--- src/rtl/convolution_coprocessor_idx_seq_if.sv ---
// Address-triple bus between the index sequencer and the memory-read/MAC stage.
// The sequencer is the master; the MAC stage answers with mac_ready.
interface convolution_coprocessor_idx_seq_if #(
    parameter int DATA_WIDTH = 5
);
    logic [DATA_WIDTH-1:0] addr_x;
    logic [DATA_WIDTH-1:0] addr_y;
    logic [DATA_WIDTH-1:0] addr_z;
    logic                  term_en;
    logic                  mac_valid;
    logic                  mac_ready;
    logic                  mac_first;
    logic                  mac_last;

    modport master (
        output addr_x, addr_y, addr_z, term_en, mac_valid, mac_first, mac_last,
        input  mac_ready
    );

    modport slave (
        input  addr_x, addr_y, addr_z, term_en, mac_valid, mac_first, mac_last,
        output mac_ready
    );
endinterface

--- src/rtl/convolution_coprocessor_idx_seq.sv ---
// Index sequencer for the convolution coprocessor: walks (i, k) over all output
// and tap indices and issues one {k, i-k, i} address triple per handshake.
module convolution_coprocessor_idx_seq #(
    parameter int DATA_WIDTH = 5
) (
    input  logic                  clk,
    input  logic                  rst,
    input  logic                  start,
    input  logic [DATA_WIDTH-1:0] size_x,
    input  logic [DATA_WIDTH-1:0] size_y,
    output logic [DATA_WIDTH-1:0] sub_a,
    output logic [DATA_WIDTH-1:0] sub_b,
    input  logic [DATA_WIDTH-1:0] sub_diff,
    output logic                  busy,
    output logic                  done,
    convolution_coprocessor_idx_seq_if.master mac
);
    typedef enum logic [1:0] {
        IDLE = 2'd0,
        RUN  = 2'd1,
        DONE = 2'd2
    } state_t;

    localparam logic [DATA_WIDTH-1:0] ONE = DATA_WIDTH'(1);
    localparam logic [DATA_WIDTH-1:0] TWO = DATA_WIDTH'(2);

    state_t                state_q, state_d;
    logic [DATA_WIDTH-1:0] i_q, i_d;
    logic [DATA_WIDTH-1:0] k_q, k_d;
    logic [DATA_WIDTH-1:0] size_x_q, size_x_d;
    logic [DATA_WIDTH-1:0] size_y_q, size_y_d;
    logic [DATA_WIDTH-1:0] k_last;
    logic [DATA_WIDTH-1:0] i_last;
    logic                  handshake;

    // The caller keeps size_x + size_y - 2 within DATA_WIDTH, so no carry is lost.
    assign k_last    = size_x_q - ONE;
    assign i_last    = size_x_q + size_y_q - TWO;
    assign handshake = (state_q == RUN) && mac.mac_ready;

    // NOTE: every always_comb output takes its hold value first, so no path can infer a latch.
    always_comb begin
        state_d  = state_q;
        i_d      = i_q;
        k_d      = k_q;
        size_x_d = size_x_q;
        size_y_d = size_y_q;
        case (state_q)
            IDLE: begin
                if (start) begin
                    if (size_x != '0 && size_y != '0) begin
                        size_x_d = size_x;
                        size_y_d = size_y;
                        i_d      = '0;
                        k_d      = '0;
                        state_d  = RUN;
                    end else begin
                        state_d = DONE;
                    end
                end
            end
            RUN: begin
                if (handshake) begin
                    if (k_q != k_last) begin
                        k_d = k_q + ONE;
                    end else if (i_q == i_last) begin
                        i_d     = '0;
                        k_d     = '0;
                        state_d = DONE;
                    end else begin
                        k_d = '0;
                        i_d = i_q + ONE;
                    end
                end
            end
            DONE:    state_d = IDLE;
            default: state_d = IDLE;
        endcase
    end

    // NOTE: state registers use non-blocking assignments so all flops update together at the edge.
    always_ff @(posedge clk or posedge rst) begin
        if (rst) begin
            state_q  <= IDLE;
            i_q      <= '0;
            k_q      <= '0;
            size_x_q <= '0;
            size_y_q <= '0;
        end else begin
            state_q  <= state_d;
            i_q      <= i_d;
            k_q      <= k_d;
            size_x_q <= size_x_d;
            size_y_q <= size_y_d;
        end
    end

    assign sub_a = i_q;
    assign sub_b = k_q;
    assign busy  = (state_q == RUN);
    assign done  = (state_q == DONE);

    // i >= k is compared on the indices themselves because sub_diff wraps when i < k.
    assign mac.addr_x    = k_q;
    assign mac.addr_y    = sub_diff;
    assign mac.addr_z    = i_q;
    assign mac.term_en   = (i_q >= k_q) && (sub_diff < size_y_q);
    assign mac.mac_valid = (state_q == RUN);
    assign mac.mac_first = (k_q == '0);
    assign mac.mac_last  = (k_q == k_last);
endmodule
--- src/flat_wrapper.sv ---
// flat-port wrapper written by rule: the top's interface ports become plain ports
module convolution_coprocessor_idx_seq_flat 
#(
    parameter int DATA_WIDTH = 5
)
  (clk, rst, start, size_x, size_y, sub_a, sub_b, sub_diff, busy, done, mac_addr_x, mac_addr_y, mac_addr_z, mac_term_en, mac_mac_valid, mac_mac_first, mac_mac_last, mac_mac_ready);
  convolution_coprocessor_idx_seq_if #(.DATA_WIDTH(DATA_WIDTH)) mac_i ();
  input  logic clk;
  input  logic rst;
  input  logic start;
  input  logic [DATA_WIDTH-1:0] size_x;
  input  logic [DATA_WIDTH-1:0] size_y;
  output logic [DATA_WIDTH-1:0] sub_a;
  output logic [DATA_WIDTH-1:0] sub_b;
  input  logic [DATA_WIDTH-1:0] sub_diff;
  output logic busy;
  output logic done;
  output wire logic [$bits(mac_i.addr_x)-1:0] mac_addr_x;
  output wire logic [$bits(mac_i.addr_y)-1:0] mac_addr_y;
  output wire logic [$bits(mac_i.addr_z)-1:0] mac_addr_z;
  output wire logic [$bits(mac_i.term_en)-1:0] mac_term_en;
  output wire logic [$bits(mac_i.mac_valid)-1:0] mac_mac_valid;
  output wire logic [$bits(mac_i.mac_first)-1:0] mac_mac_first;
  output wire logic [$bits(mac_i.mac_last)-1:0] mac_mac_last;
  input wire logic [$bits(mac_i.mac_ready)-1:0] mac_mac_ready;
  assign mac_addr_x = mac_i.addr_x;
  assign mac_addr_y = mac_i.addr_y;
  assign mac_addr_z = mac_i.addr_z;
  assign mac_term_en = mac_i.term_en;
  assign mac_mac_valid = mac_i.mac_valid;
  assign mac_mac_first = mac_i.mac_first;
  assign mac_mac_last = mac_i.mac_last;
  assign mac_i.mac_ready = mac_mac_ready;
  convolution_coprocessor_idx_seq #(.DATA_WIDTH(DATA_WIDTH)) u_core (.clk(clk), .rst(rst), .start(start), .size_x(size_x), .size_y(size_y), .sub_a(sub_a), .sub_b(sub_b), .sub_diff(sub_diff), .busy(busy), .done(done), .mac(mac_i));
endmodule
--- config.mk ---
export PLATFORM = sky130hd
export DESIGN_NAME = convolution_coprocessor_idx_seq_flat
export DESIGN_NICKNAME = d
export VERILOG_FILES = /design/src/rtl/convolution_coprocessor_idx_seq_if.sv /design/src/rtl/convolution_coprocessor_idx_seq.sv /design/src/flat_wrapper.sv
export SDC_FILE = /design/constraint.sdc
export NUM_CORES = 1
export LEC_CHECK = 0
export ABC_AREA = 1
export CORE_MARGIN = 2
export CORE_UTILIZATION = 49
export DETAILED_ROUTE_END_ITERATION = 10
export HOLD_SLACK_MARGIN = 0.08
export PLACE_DENSITY = 0.81
export SYNTH_ARGS = -nofsm -noshare
export SYNTH_HDL_FRONTEND = slang
export SYNTH_SLANG_ARGS = --single-unit
--- constraint.sdc ---
create_clock -name clk -period 3.3 [get_ports clk]
set_clock_uncertainty 0.15 [all_clocks]
set_input_delay 0.66 -clock clk [delete_from_list [all_inputs] [get_ports clk]]
set_output_delay 0.66 -clock clk [all_outputs]
set_load 0.05 [all_outputs]
# --- Yosys cells after proc, flatten, opt, wreduce, memory -nomap -nowiden ---
# Index checks and enable logic that the tools add are counted.
op_classes:
  n_reduce_logical: 12
  n_lt_le_gt_ge: 2
  n_mux: 15
  n_eq_ne: 10
  addsub: 5
op_table:
  columns: ["op", "n"]
  rows:
  - ["2-to-1 mux 5 bit", 7]
  - ["one-hot mux 5 bit (2 select lines)", 2]
  - ["adder 5 x 1 -> 5 bit (second input constant)", 2]
  - ["== test 5 bit", 2]
  - ["2-to-1 mux 2 bit", 5]
  - ["nonzero test 5 bit", 2]
  - ["AND reduction 4 bit", 2]
  - ["inequality test 2 x 1 -> 1 bit (second input constant)", 3]
  - ["adder 5 bit", 1]
  - [">= comparator 5 bit", 1]
  - ["zero test 5 bit", 1]
  - ["< comparator 5 bit", 1]
  - ["inequality test 5 bit", 1]
  - ["AND reduction 5 bit", 1]
  - ["subtractor 5 x 1 -> 5 bit (second input constant)", 1]
  - ["subtractor 5 x 2 -> 5 bit (second input constant)", 1]
  - ["inequality test 2 bit (second input constant)", 2]
  - ["one-hot mux 2 bit (2 select lines)", 1]
  - ["logical AND 1 bit", 3]
  - ["AND reduction 3 bit", 1]
  - ["== test 2 x 1 -> 1 bit (second input constant)", 1]
  - ["== test 2 bit (second input constant)", 1]
  - ["zero test 2 bit", 1]
  - ["nonzero test 2 bit", 1]
word_totals:
  word_cells: 49
  register_bits: 22
  input_bits: 19

# --- Logic depth before layout (Yosys ltp) ---
# Gate-level depths: netlist of run 1.
logic_depth:
  ltp_word: 7
  depth_mapped: 15
  mapped_depth_nobuf: 15

# --- Worst setup path before layout of run 1 ---
# Ideal clock, no wire load.
synth_timing:
  kind: "register -> output"
  startpoint: "reg u_core.k_q[1] (netlist: u_core.mac.addr_x[1])"
  endpoint: "out mac_term_en"
  path_stages_with_launch: 9
  setup_slack_ps: 339
  arrival_time_ps: 2151
  n_path_buf: 0
  t_required_ps: 2490
  path_cell_list: "dfrtp_1 -> inv_1 -> ha_1 -> o21ai_0 -> a21boi_0 -> o21ai_0 -> nand2_1 -> a21oi_1 -> nor2_1"
synth_between:
  elab_chain_len: 2
synth_rtl:
  columns: ["element", "line", "text"]
  rows:
  - ["start: declaration", "convolution_coprocessor_idx_seq.sv:29", "logic [DATA_WIDTH-1:0] k_q, k_d;"]
  - ["start signal: assignment", "convolution_coprocessor_idx_seq.sv:92", "k_q <= k_d;"]
  - [">= comparator 5 bit", "convolution_coprocessor_idx_seq.sv:107", "assign mac.term_en = (i_q >= k_q) && (sub_diff < size_y_q);"]
  - ["logical AND 1 bit", "convolution_coprocessor_idx_seq.sv:107", null]
  - ["end: declaration", "flat_wrapper.sv:21", "output wire logic [$bits(mac_i.term_en)-1:0] mac_term_en;"]
# Every way passes these cells.

# --- Worst setup path in the final report of run 1 ---
layout_timing:
  startpoint: "in sub_diff[4]"
  endpoint: "out mac_term_en"
layout_between:
  elab_chain_len: 2
layout_rtl:
  columns: ["element", "line", "text"]
  rows:
  - ["start: declaration", "flat_wrapper.sv:15", "input logic [DATA_WIDTH-1:0] sub_diff;"]
  - ["< comparator 5 bit", "convolution_coprocessor_idx_seq.sv:107", null]
  - ["logical AND 1 bit", "convolution_coprocessor_idx_seq.sv:107", null]
# Every way passes these cells.

==> impl_metrics.yaml, run 1 <==
die:
  dieWidth_um: 66.0
  core_area_mm2: 0.00369
  ios: 50
  chipHeight_um: 66.0
  floorplan.rows: 22
  start_util_pct: 51.1
  design.die.area_mm2: 0.00436
setup_path:
  critPathMaxFanout: 3
  critPathRequiredTime_ns: 2.49
  worstSetupStartpointType: "input pin"
  biggest_cell_delay_along_the_critical_path_ns: 0.43
  worst_path_max_delay_cell: "sky130_fd_sc_hd__clkdlybuf4s50_1"
  critPathKind: "input pin to output pin"
  timing.rr.start: "u_core.size_x_q[1]$_DFFE_PP0P_"
  cp.arrival_ns: 2.09
  regToRegEndpoint: "u_core.state_q[0]$_DFFE_PP0P_"
  setup.worst_path.end_class: "output pin"
  critical_path.cell_chain: "clkdlybuf4s50_1, ha_1, a21oi_1, o221ai_1, nor2_1, buf_12"
  reg2reg_setup_slack_ns: 0.70
  worst_r2r_path_depth: 13
clock_tree:
  clkSinkCount: 22
  cts_htree_levels: 1
  tritoncts.num_buffers: 3
  cts.path.max_buffers: 2
  path_clk_slew_ns: 0.09
  clock_tree.root_cell: "sky130_fd_sc_hd__clkbuf_8"
  clock_tree_from_tritoncts: "built"
  cts.repair_timing.setup_buffer_count: 0
  cts_resized: 0
  cts_hold_buf: 0
  later_pin_clock_latency_in_the_skew_report_ns: 0.26
route:
  antenna_left: 0
  total_wire_length_after_detailed_routing_um: 3970
  detailedRoute.firstIterationViolations: 65
  routed_wire_length_per_instance_um: 11.4
  dr_total_vias: 1721
  drt_drc_violations_left: 0
  drtPass1Iterations: 4
  drt-vias-per-instance: 4.96
synth:
  yosysWarnings: 0
  synth_top_area_share_pct: 29.2
  ys_seq_elements: 22
  synth-seq-area-share_pct: 29.2
  synthesized_area_per_cell_um2: 7.14
  synth.largest_area_cell: "sky130_fd_sc_hd__dfrtp_1"
  post_synth_inst_count: 264
  syn-num-nets: 304
  synth.cell_area_mm2: 0.00189
  synth_cell_types: 27
  ys_top_cells_by_area: "sky130_fd_sc_hd__dfrtp_1 (29%), sky130_fd_sc_hd__ha_1 (13%), sky130_fd_sc_hd__nand2_1 (13%), sky130_fd_sc_hd__inv_1 (8.6%), sky130_fd_sc_hd__buf_4 (6.8%)"
global_routing:
  gr-total-overflow: 0
  global_route.usage.total_pct: 19.8
  grt_max_degree: 23
  grt_pass1_vias: 1602
  grt_pass1_wl_um: 6780
  grt_antenna_before_repair: 0
sta:
  unrepaired_setup_endpoints_after_global_routing: "false"
  timing.final.crit_share_pct: 87.8
  setup_slack_ns: 0.402
  max-slew-margin-rel_pct: 45.1
  tns_ns: 0
  worst-slew-pin-transition_ns: 0.823
  timing.final.max_slew_violations: 0
  shortest_clock_period_the_worst_path_allows_after_layout_ns: 2.90
  setup_viol: 0
  hold_violations: 0
  fmaxAchievable_mhz: 345
final_layout:
  most_frequent_standard_cell_in_the_layout_excluding_fill_and_tap_cells: "sky130_fd_sc_hd__nand2_1"
  antennaDiodeCount: 0
  top_library_cells_by_usage_in_the_layout_fill_and_taps_aside: "sky130_fd_sc_hd__nand2_1 (63), sky130_fd_sc_hd__clkdlybuf4s50_1 (47), sky130_fd_sc_hd__inv_1 (43), sky130_fd_sc_hd__dfrtp_1 (22), sky130_fd_sc_hd__nor2_1 (21)"
  post_route_cells_drive_above_1_share_pct: 6.69
  design.final.nets: 340
  fill_cells: 344
  area_growth_pct: 26.7
place:
  pre_cts_ws_ns: 0.395
  gp_routability_congestion: 0.830
  post-dp-hpwl_um: 3080
  port-buffer-count: 49
worst_hold_path:
  timing.hold.worst.class: "register to register"
  min_delay_worst_endpoint: "u_core.size_y_q[1]$_DFFE_PP0P_"
  worst_min_path_start: "u_core.size_y_q[1]$_DFFE_PP0P_"
  timing.hold.worst_path_depth: 2
job:
  cap_violations: 0
pwr:
  power.static_leakage_nw: 1.22
  peak_supply_drop_v: 0.000706
  power_density_mw_per_mm2: 1120
run_status:
  outcome: "complete, no violations"
[cell usage after synthesis]
cell,instances
sky130_fd_sc_hd__a21oi_2,1
sky130_fd_sc_hd__nand2_2,3
sky130_fd_sc_hd__a21oi_1,8
sky130_fd_sc_hd__nand3b_1,3
sky130_fd_sc_hd__fa_1,1
sky130_fd_sc_hd__a21boi_0,1
sky130_fd_sc_hd__buf_6,1
sky130_fd_sc_hd__o21a_1,1
sky130_fd_sc_hd__ha_1,20
sky130_fd_sc_hd__o21ai_1,3
sky130_fd_sc_hd__o221ai_1,1
sky130_fd_sc_hd__inv_2,3
sky130_fd_sc_hd__o21ai_2,4
sky130_fd_sc_hd__buf_4,17
sky130_fd_sc_hd__nor3_1,1
sky130_fd_sc_hd__inv_1,43
sky130_fd_sc_hd__o22ai_1,1
sky130_fd_sc_hd__o21ai_0,11
sky130_fd_sc_hd__nor2_1,21
sky130_fd_sc_hd__nand2_1,63
sky130_fd_sc_hd__nand4_1,5
sky130_fd_sc_hd__xnor2_1,3
sky130_fd_sc_hd__nor2_2,2
sky130_fd_sc_hd__dfrtp_1,22
sky130_fd_sc_hd__clkbuf_1,2
sky130_fd_sc_hd__xor2_1,4
sky130_fd_sc_hd__nand3_1,19
[routing by layer]
metal,vias to the layer above,wire (um),track usage [%]
met5,-,0,0
met4,0,28,5.36
met3,4,192,1.70
met2,48,1910,35.4
met1,780,1840,25.6
li1,889,-,-
[worst max-delay path, delay by kind of cell]
family	cells	cell delay, ns
buf+inv	2	0.60
compound gates	2	0.29
simple gates	1	0.21
fa+ha+maj	1	0.34
[flip-flops by register name, indices dropped and copies added, names as in the netlist]
name,cells
u_core.size_y_q,5
u_core.state_q,2
u_core.mac.addr_z,5
u_core.size_x_q,5
u_core.mac.addr_x,5
[stage by stage]
step	hold slack (ns)	cells	utilization [%]	power (mW)	cell area [um^2]
6_report	0.351	347	64.8	2.67	2390
5_1_grt	0.379	347	64.8	2.94	2390
4_1_cts	0.357	347	64.7	2.70	2390
3_5_place_dp	0.336	343	62.8	2.42	2310
3_3_place_gp	0.324	343	62.8	2.39	2310
2_1_floorplan	0.303	264	-	1.97	1890
[worst max-delay path by stage]
| stage | from | to | slack, ns |
|---|---|---|---|
| 2_1_floorplan | u_core.mac.addr_x[1]$_DFFE_PP0P_ | mac_term_en | 0.34 |
| 3_3_place_gp | sub_diff[4] | mac_term_en | 0.45 |
| 3_5_place_dp | sub_diff[2] | mac_term_en | 0.40 |
| 4_1_cts | u_core.size_x_q[0]$_DFFE_PP0P_ | mac_mac_last | 0.09 |
| 5_1_grt | u_core.mac.addr_z[0]$_DFFE_PP0P_ | mac_term_en | 0.26 |
| 6_report | sub_diff[4] | mac_term_en | 0.40 |
[power breakdown]
group | total (mW) | internal [mW] | switching, mW
Sequential | 0.493 | 0.372 | 0.121
Clock | 0.257 | 0.162 | 0.0949
Combinational | 1.92 | 0.707 | 1.21
[area by class of cell]
| class | instances | area (um^2) | area share, % |
|---|---|---|---|
| Clock buffer | 3 | 41.3 | 1.73 |
| Timing Repair Buffer | 51 | 518 | 21.7 |
| Multi-Input combinational cell | 176 | 1020 | 42.5 |
| Sequential cell | 22 | 551 | 23.0 |
| Inverter | 46 | 173 | 7.23 |
| Tap cell | 48 | 60.1 | 2.51 |
| Clock inverter | 1 | 30.0 | 1.26 |
[cells by family after synthesis]
kind of cell,share of synthesized area [%]
and+or+nand+nor,26.5
AOI/OAI and AO/OA,9.75
adders and majority gates,14.3
DFF,29.2
xor gates and xnor gates,3.25
buffers and inverters,16.9
No activity file was read; power rests on OpenSTA's default activity.
==> inputs of run 2 (changes only) <==
--- a/config.mk
+++ b/config.mk
@@ -6,11 +6,10 @@
 export NUM_CORES = 1
 export LEC_CHECK = 0
 export ABC_AREA = 1
-export CORE_MARGIN = 2
-export CORE_UTILIZATION = 49
+export CORE_UTILIZATION = 45
 export DETAILED_ROUTE_END_ITERATION = 10
 export HOLD_SLACK_MARGIN = 0.08
-export PLACE_DENSITY = 0.81
+export PLACE_DENSITY = 0.75
 export SYNTH_ARGS = -nofsm -noshare
 export SYNTH_HDL_FRONTEND = slang
 export SYNTH_SLANG_ARGS = --single-unit
==> run 2 against run 1 <==
Via count down 0.93%. First-iteration DRC count down 4.6%. Core utilization down 5.0 points. Largest cell class unchanged. Highest routed layer unchanged.
==> impl_metrics.yaml, run 2 (synthesis gave the netlist of run 1 again) <==
pwr:
  power.static_leakage_nw: 1.22
  power_density_mw_per_mm2: 1120
  peak_supply_drop_v: 0.000766
route:
  detailedRoute.firstIterationViolations: 62
  drtPass1Iterations: 6
  antenna_left: 0
  drt_drc_violations_left: 0
  drt-vias-per-instance: 4.89
  total_wire_length_after_detailed_routing_um: 4040
  routed_wire_length_per_instance_um: 11.6
  dr_total_vias: 1705
setup_path:
  biggest_cell_delay_along_the_critical_path_ns: 0.42
  critical_path.cell_chain: "clkdlybuf4s50_1, ha_1, a21oi_1, o221ai_1, nor2_1, buf_12"
  timing.rr.start: "u_core.size_x_q[1]$_DFFE_PP0P_"
  worstSetupStartpointType: "input pin"
  cp.buffers_inverters: 2
  critical_path_depth: 6
  critPathMaxFanout: 3
  critPathRequiredTime_ns: 2.49
  reg2reg_setup_slack_ns: 0.71
  critical_path.startpoint: "sub_diff[4]"
  crit_family: "buffers and inverters"
  regToRegEndpoint: "u_core.state_q[0]$_DFFE_PP0P_"
  worst_path_max_delay_cell: "sky130_fd_sc_hd__clkdlybuf4s50_1"
  worst_r2r_path_depth: 13
  cp.arrival_ns: 2.07
  critPathKind: "input pin to output pin"
  setup.worst_path.end_class: "output pin"
  setup.worst_path.end: "mac_term_en"
worst_hold_path:
  worst_min_path_start: "u_core.size_y_q[2]$_DFFE_PP0P_"
  timing.hold.worst.class: "register to register"
place:
  gp_routability_congestion: 0.805
  dpl.cell_count: 345
  post-dp-hpwl_um: 3100
  port-buffer-count: 49
clock_tree:
  clkSinkCount: 22
  path_clk_slew_ns: 0.08
  later_pin_clock_latency_in_the_skew_report_ns: 0.27
  clock_tree.root_cell: "sky130_fd_sc_hd__clkbuf_8"
  cts.path.max_buffers: 2
  clock_tree_from_tritoncts: "built"
  cts_hold_buf: 0
  tritoncts.num_buffers: 3
  cts.repair_timing.setup_buffer_count: 0
  cts_htree_levels: 1
job:
  cap_violations: 0
final_layout:
  area_growth_pct: 26.8
  final_cells: 349
  design.final.nets: 340
  most_frequent_standard_cell_in_the_layout_excluding_fill_and_tap_cells: "sky130_fd_sc_hd__nand2_1"
  post_route_cells_drive_above_1_share_pct: 6.69
  antennaDiodeCount: 0
  top_library_cells_by_usage_in_the_layout_fill_and_taps_aside: "sky130_fd_sc_hd__nand2_1 (63), sky130_fd_sc_hd__clkdlybuf4s50_1 (47), sky130_fd_sc_hd__inv_1 (43), sky130_fd_sc_hd__dfrtp_1 (22), sky130_fd_sc_hd__nor2_1 (21)"
sta:
  fmaxAchievable_mhz: 348
  max-slew-margin-rel_pct: 42.2
  worst-slew-pin-transition_ns: 0.866
  setup_viol: 0
  timing.final.max_slew_violations: 0
  shortest_clock_period_the_worst_path_allows_after_layout_ns: 2.88
  unrepaired_setup_endpoints_after_global_routing: "false"
  hold_violations: 0
  tns_ns: 0
  timing.final.crit_share_pct: 87.1
die:
  start_util_pct: 47.1
  ios: 50
  floorplan.rows: 23
  dieWidth_um: 66.7
  chipHeight_um: 66.7
  core_area_mm2: 0.00400
  design.die.area_mm2: 0.00445
global_routing:
  global_route.usage.total_pct: 20.2
  grt_pass1_vias: 1541
  gr-total-overflow: 0
  grt_pass1_wl_um: 6800
  grt_antenna_before_repair: 0
  grt_max_degree: 23
run_status:
  outcome: "complete, no violations"
-- run 2: cell counts in the layout (fill, tap and decap cells not counted) --
Identical to the previous run, type by type.
-- run 2: metal layers --
metal  GRT usage, %  up-vias  part of all wire, %
met4           10.1        0                  2.4
met1           25.8      759                   46
met5              0        -                    0
met3           2.23        9                  4.2
li1               -      892                    -
met2           33.3       45                   47
-- run 2: worst reg2reg max path, stage by stage, from the launching register on --
cell and delay (ns):
sky130_fd_sc_hd__dfrtp_1 0.37, sky130_fd_sc_hd__inv_1 0.12, sky130_fd_sc_hd__ha_1 0.25, sky130_fd_sc_hd__inv_1 0.06
sky130_fd_sc_hd__ha_1 0.19, sky130_fd_sc_hd__fa_1 0.44, sky130_fd_sc_hd__xnor2_1 0.18, sky130_fd_sc_hd__nand3_1 0.09
sky130_fd_sc_hd__nor2_1 0.08, sky130_fd_sc_hd__nand3_1 0.22, sky130_fd_sc_hd__nand2_1 0.14, sky130_fd_sc_hd__nand2_1 0.09
sky130_fd_sc_hd__nand2_1 0.07, sky130_fd_sc_hd__nand2_1 0.05
-- run 2: worst min path at each step --
stage | end | slack, ns | cells past startpoint
4_1_cts | u_core.size_y_q[2]$_DFFE_PP0P_ | 0.35 | 2
6_report | u_core.size_y_q[2]$_DFFE_PP0P_ | 0.35 | 2
3_5_place_dp | u_core.size_y_q[2]$_DFFE_PP0P_ | 0.33 | 2
3_3_place_gp | u_core.size_y_q[1]$_DFFE_PP0P_ | 0.32 | 2
5_1_grt | u_core.size_y_q[2]$_DFFE_PP0P_ | 0.37 | 2
2_1_floorplan | u_core.size_y_q[1]$_DFFE_PP0P_ | 0.30 | 2
-- run 2: through the flow --
step                      instance area, um^2  worst slack [ns]  power (mW)  util [%]  hold slack [ns]
final                                    2390             0.424        2.69      59.8            0.346
after global routing                     2390             0.249        2.95      59.8            0.371
after CTS                                2390             0.119        2.70      59.7            0.351
after detailed placement                 2320             0.418        2.43      57.9            0.330
after global placement                   2320             0.460        2.40      57.9            0.324
after floorplan                          1890             0.339        1.97         -            0.303
-- run 2: final cells by class --
cell class | count | area (um^2)
Sequential cell | 22 | 551
Clock inverter | 1 | 30.0
Tap cell | 50 | 62.6
Multi-Input combinational cell | 176 | 1020
Timing Repair Buffer | 51 | 518
Fill cell | 376 | 1610
Inverter | 46 | 173
Clock buffer | 3 | 41.3
-- run 2: what timing repair did --
item                                    4_1_cts  5_1_grt
hold endpoints to repair                      0        0
endpoints found under the setup margin        0        1
gates resized for setup                       0        1
-- run 2: power by group --
group / internal [mW] / switching, mW
combinational: 0.712 / 1.23
clock: 0.162 / 0.0944
sequential: 0.372 / 0.123
total: 1.25 / 1.44
==> inputs of run 3 (changes only) <==
==> constraint.sdc (replaced) <==
create_clock -name clk -period 3.1 [get_ports clk]
set_clock_uncertainty 0.15 [all_clocks]
set_input_delay 0.62 -clock clk [delete_from_list [all_inputs] [get_ports clk]]
set_output_delay 0.62 -clock clk [all_outputs]
set_load 0.05 [all_outputs]
==> run 3 against run 2 <==
Sequential power up 6.1%. Critical path depth rose by 3. Count of clock-buffer cells in the layout did not move. Power rose by 6.6%. Critical path type is now register to output pin. Critical endpoint unchanged.
==> impl_metrics.yaml, run 3 (synthesis gave the netlist of run 1 again) <==
global_routing:
  grt_max_degree: 23
  global_route.usage.total_pct: 19.6
  gr-total-overflow: 0
  grt_pass1_wl_um: 6640
  grt_pass1_vias: 1530
  grt_antenna_before_repair: 0
job:
  cap_violations: 0
sta:
  shortest_clock_period_the_worst_path_allows_after_layout_ns: 2.83
  fmaxAchievable_mhz: 354
  worst-slew-pin-transition_ns: 0.835
  timing.final.crit_share_pct: 91.2
  tns_ns: 0
  max-slew-margin-rel_pct: 44.3
  timing.final.max_slew_violations: 0
  setup_viol: 0
  fin_hold_ws_ns: 0.338
  hold_violations: 0
  setup_slack_ns: 0.274
  unrepaired_setup_endpoints_after_global_routing: "false"
die:
  design.die.area_mm2: 0.00445
  dieWidth_um: 66.7
  start_util_pct: 47.1
  floorplan.rows: 23
  core_area_mm2: 0.00400
  chipHeight_um: 66.7
  ios: 50
clock_tree:
  path_clk_slew_ns: 0.08
  cts_resized: 0
  later_pin_clock_latency_in_the_skew_report_ns: 0.26
  cts_hold_buf: 0
  tritoncts.num_buffers: 3
  cts_htree_levels: 1
  cts.repair_timing.setup_buffer_count: 0
  cts.path.max_buffers: 2
  clock_tree.root_cell: "sky130_fd_sc_hd__clkbuf_8"
  clock_tree_from_tritoncts: "built"
  clkSinkCount: 22
pwr:
  power_density_mw_per_mm2: 1200
  p_clk_share_pct: 9.4
  power.internal_mw: 1.33
  peak_supply_drop_v: 0.000813
  seqPwrFrac_pct: 18.3
  power.static_leakage_nw: 1.21
  p_sw_mw: 1.54
  comb_power_share_pct: 72.3
  totalPowerFinal_mw: 2.86
  p_sw_share_pct: 53.7
setup_path:
  cp.arrival_ns: 2.06
  worstSetupStartpointType: "register"
  setup.worst_path.end_class: "output pin"
  critPathMaxFanout: 7
  critPathRequiredTime_ns: 2.33
  critPathKind: "register to output pin"
route:
  antenna_left: 0
  total_wire_length_after_detailed_routing_um: 3940
  dr_total_vias: 1682
  drt_drc_violations_left: 0
  routed_wire_length_per_instance_um: 11.3
  detailedRoute.firstIterationViolations: 79
  drtPass1Iterations: 5
  drt-vias-per-instance: 4.82
final_layout:
  top_library_cells_by_usage_in_the_layout_fill_and_taps_aside: "sky130_fd_sc_hd__nand2_1 (63), sky130_fd_sc_hd__clkdlybuf4s50_1 (47), sky130_fd_sc_hd__inv_1 (43), sky130_fd_sc_hd__dfrtp_1 (22), sky130_fd_sc_hd__nor2_1 (21)"
  post_route_cells_drive_above_1_share_pct: 7.02
  area_growth_pct: 26.5
  multi_input_comb_area_mm2: 0.00102
  design.final.nets: 340
  antennaDiodeCount: 0
  fill_cells: 369
  most_frequent_standard_cell_in_the_layout_excluding_fill_and_tap_cells: "sky130_fd_sc_hd__nand2_1"
  final_cells: 349
  seq_area_um2: 551
worst_hold_path:
  timing.hold.worst.class: "register to register"
place:
  port-buffer-count: 49
  dpl.cell_count: 345
  post-dp-hpwl_um: 3080
  pre_cts_ws_ns: 0.277
  gp_routability_congestion: 0.863
run_status:
  outcome: "complete, no violations"
==> run 3: cell count changes in the layout (fill, tap and decap cells not counted) <==
cell | before | now
sky130_fd_sc_hd__dlymetal6s2s_1 | 1 | 0
sky130_fd_sc_hd__buf_4 | 2 | 3
==> run 3: path summary, 6_finish.rpt <==
kind                                                   from                               end  slack, ns  depth (start not counted)
max                        u_core.mac.addr_z[0]$_DFFE_PP0P_                       mac_term_en       0.27                          9
min                          u_core.size_y_q[1]$_DFFE_PP0P_    u_core.size_y_q[1]$_DFFE_PP0P_       0.34                          2
max reg2reg                  u_core.size_x_q[1]$_DFFE_PP0P_     u_core.state_q[0]$_DFFE_PP0P_       0.49                         13
min reg2reg                  u_core.size_y_q[1]$_DFFE_PP0P_    u_core.size_y_q[1]$_DFFE_PP0P_       0.34                          2
max in group asynchronous                               rst  u_core.mac.addr_x[4]$_DFFE_PP0P_       1.62                          2
min in group asynchronous                               rst     u_core.state_q[0]$_DFFE_PP0P_       0.67                          2
==> run 3: stage by stage <==
stage	util (%)	cell area [um^2]
floorplan	-	1890
global placement	57.9	2310
detailed placement	57.9	2310
CTS	59.6	2390
global route	59.6	2390
finish	59.6	2390
==> run 3: power by group through the flow <==
stage | sequential, mW | clock, mW | combinational, mW
6_report | 0.525 | 0.269 | 2.07
5_1_grt | 0.541 | 0.285 | 2.32
4_1_cts | 0.524 | 0.274 | 2.09
3_5_place_dp | 0.531 | 0 | 2.06
3_3_place_gp | 0.528 | 0 | 2.02
2_1_floorplan | 0.605 | 0 | 1.50
==> run 3: routing by layer <==
metal | global-route usage [%] | share of wire [%] | up-vias
met5 | 0 | 0 | -
met4 | 5.59 | 1.2 | 0
met3 | 2.05 | 3.1 | 6
met2 | 34.2 | 49 | 37
met1 | 25.3 | 46 | 749
li1 | - | - | 890
==> run 3: critical path: stages, from the launching register on <==
cell and delay, ns:
sky130_fd_sc_hd__dfrtp_1 0.49, sky130_fd_sc_hd__inv_1 0.10, sky130_fd_sc_hd__ha_1 0.29, sky130_fd_sc_hd__o21ai_0 0.17, sky130_fd_sc_hd__a21boi_0 0.10, sky130_fd_sc_hd__o21ai_0 0.15
sky130_fd_sc_hd__nand2_1 0.08, sky130_fd_sc_hd__a21oi_1 0.16, sky130_fd_sc_hd__nor2_1 0.09, sky130_fd_sc_hd__buf_12 0.15
==> run 3: cell type report <==
type	instances	area share [%]
clock inverter	1	1.26
sequential	22	23.1
timing repair buffer	51	21.5
inverter	46	7.24
clock buffer	3	1.73
multi-input combinational	176	42.6
tap	50	2.62
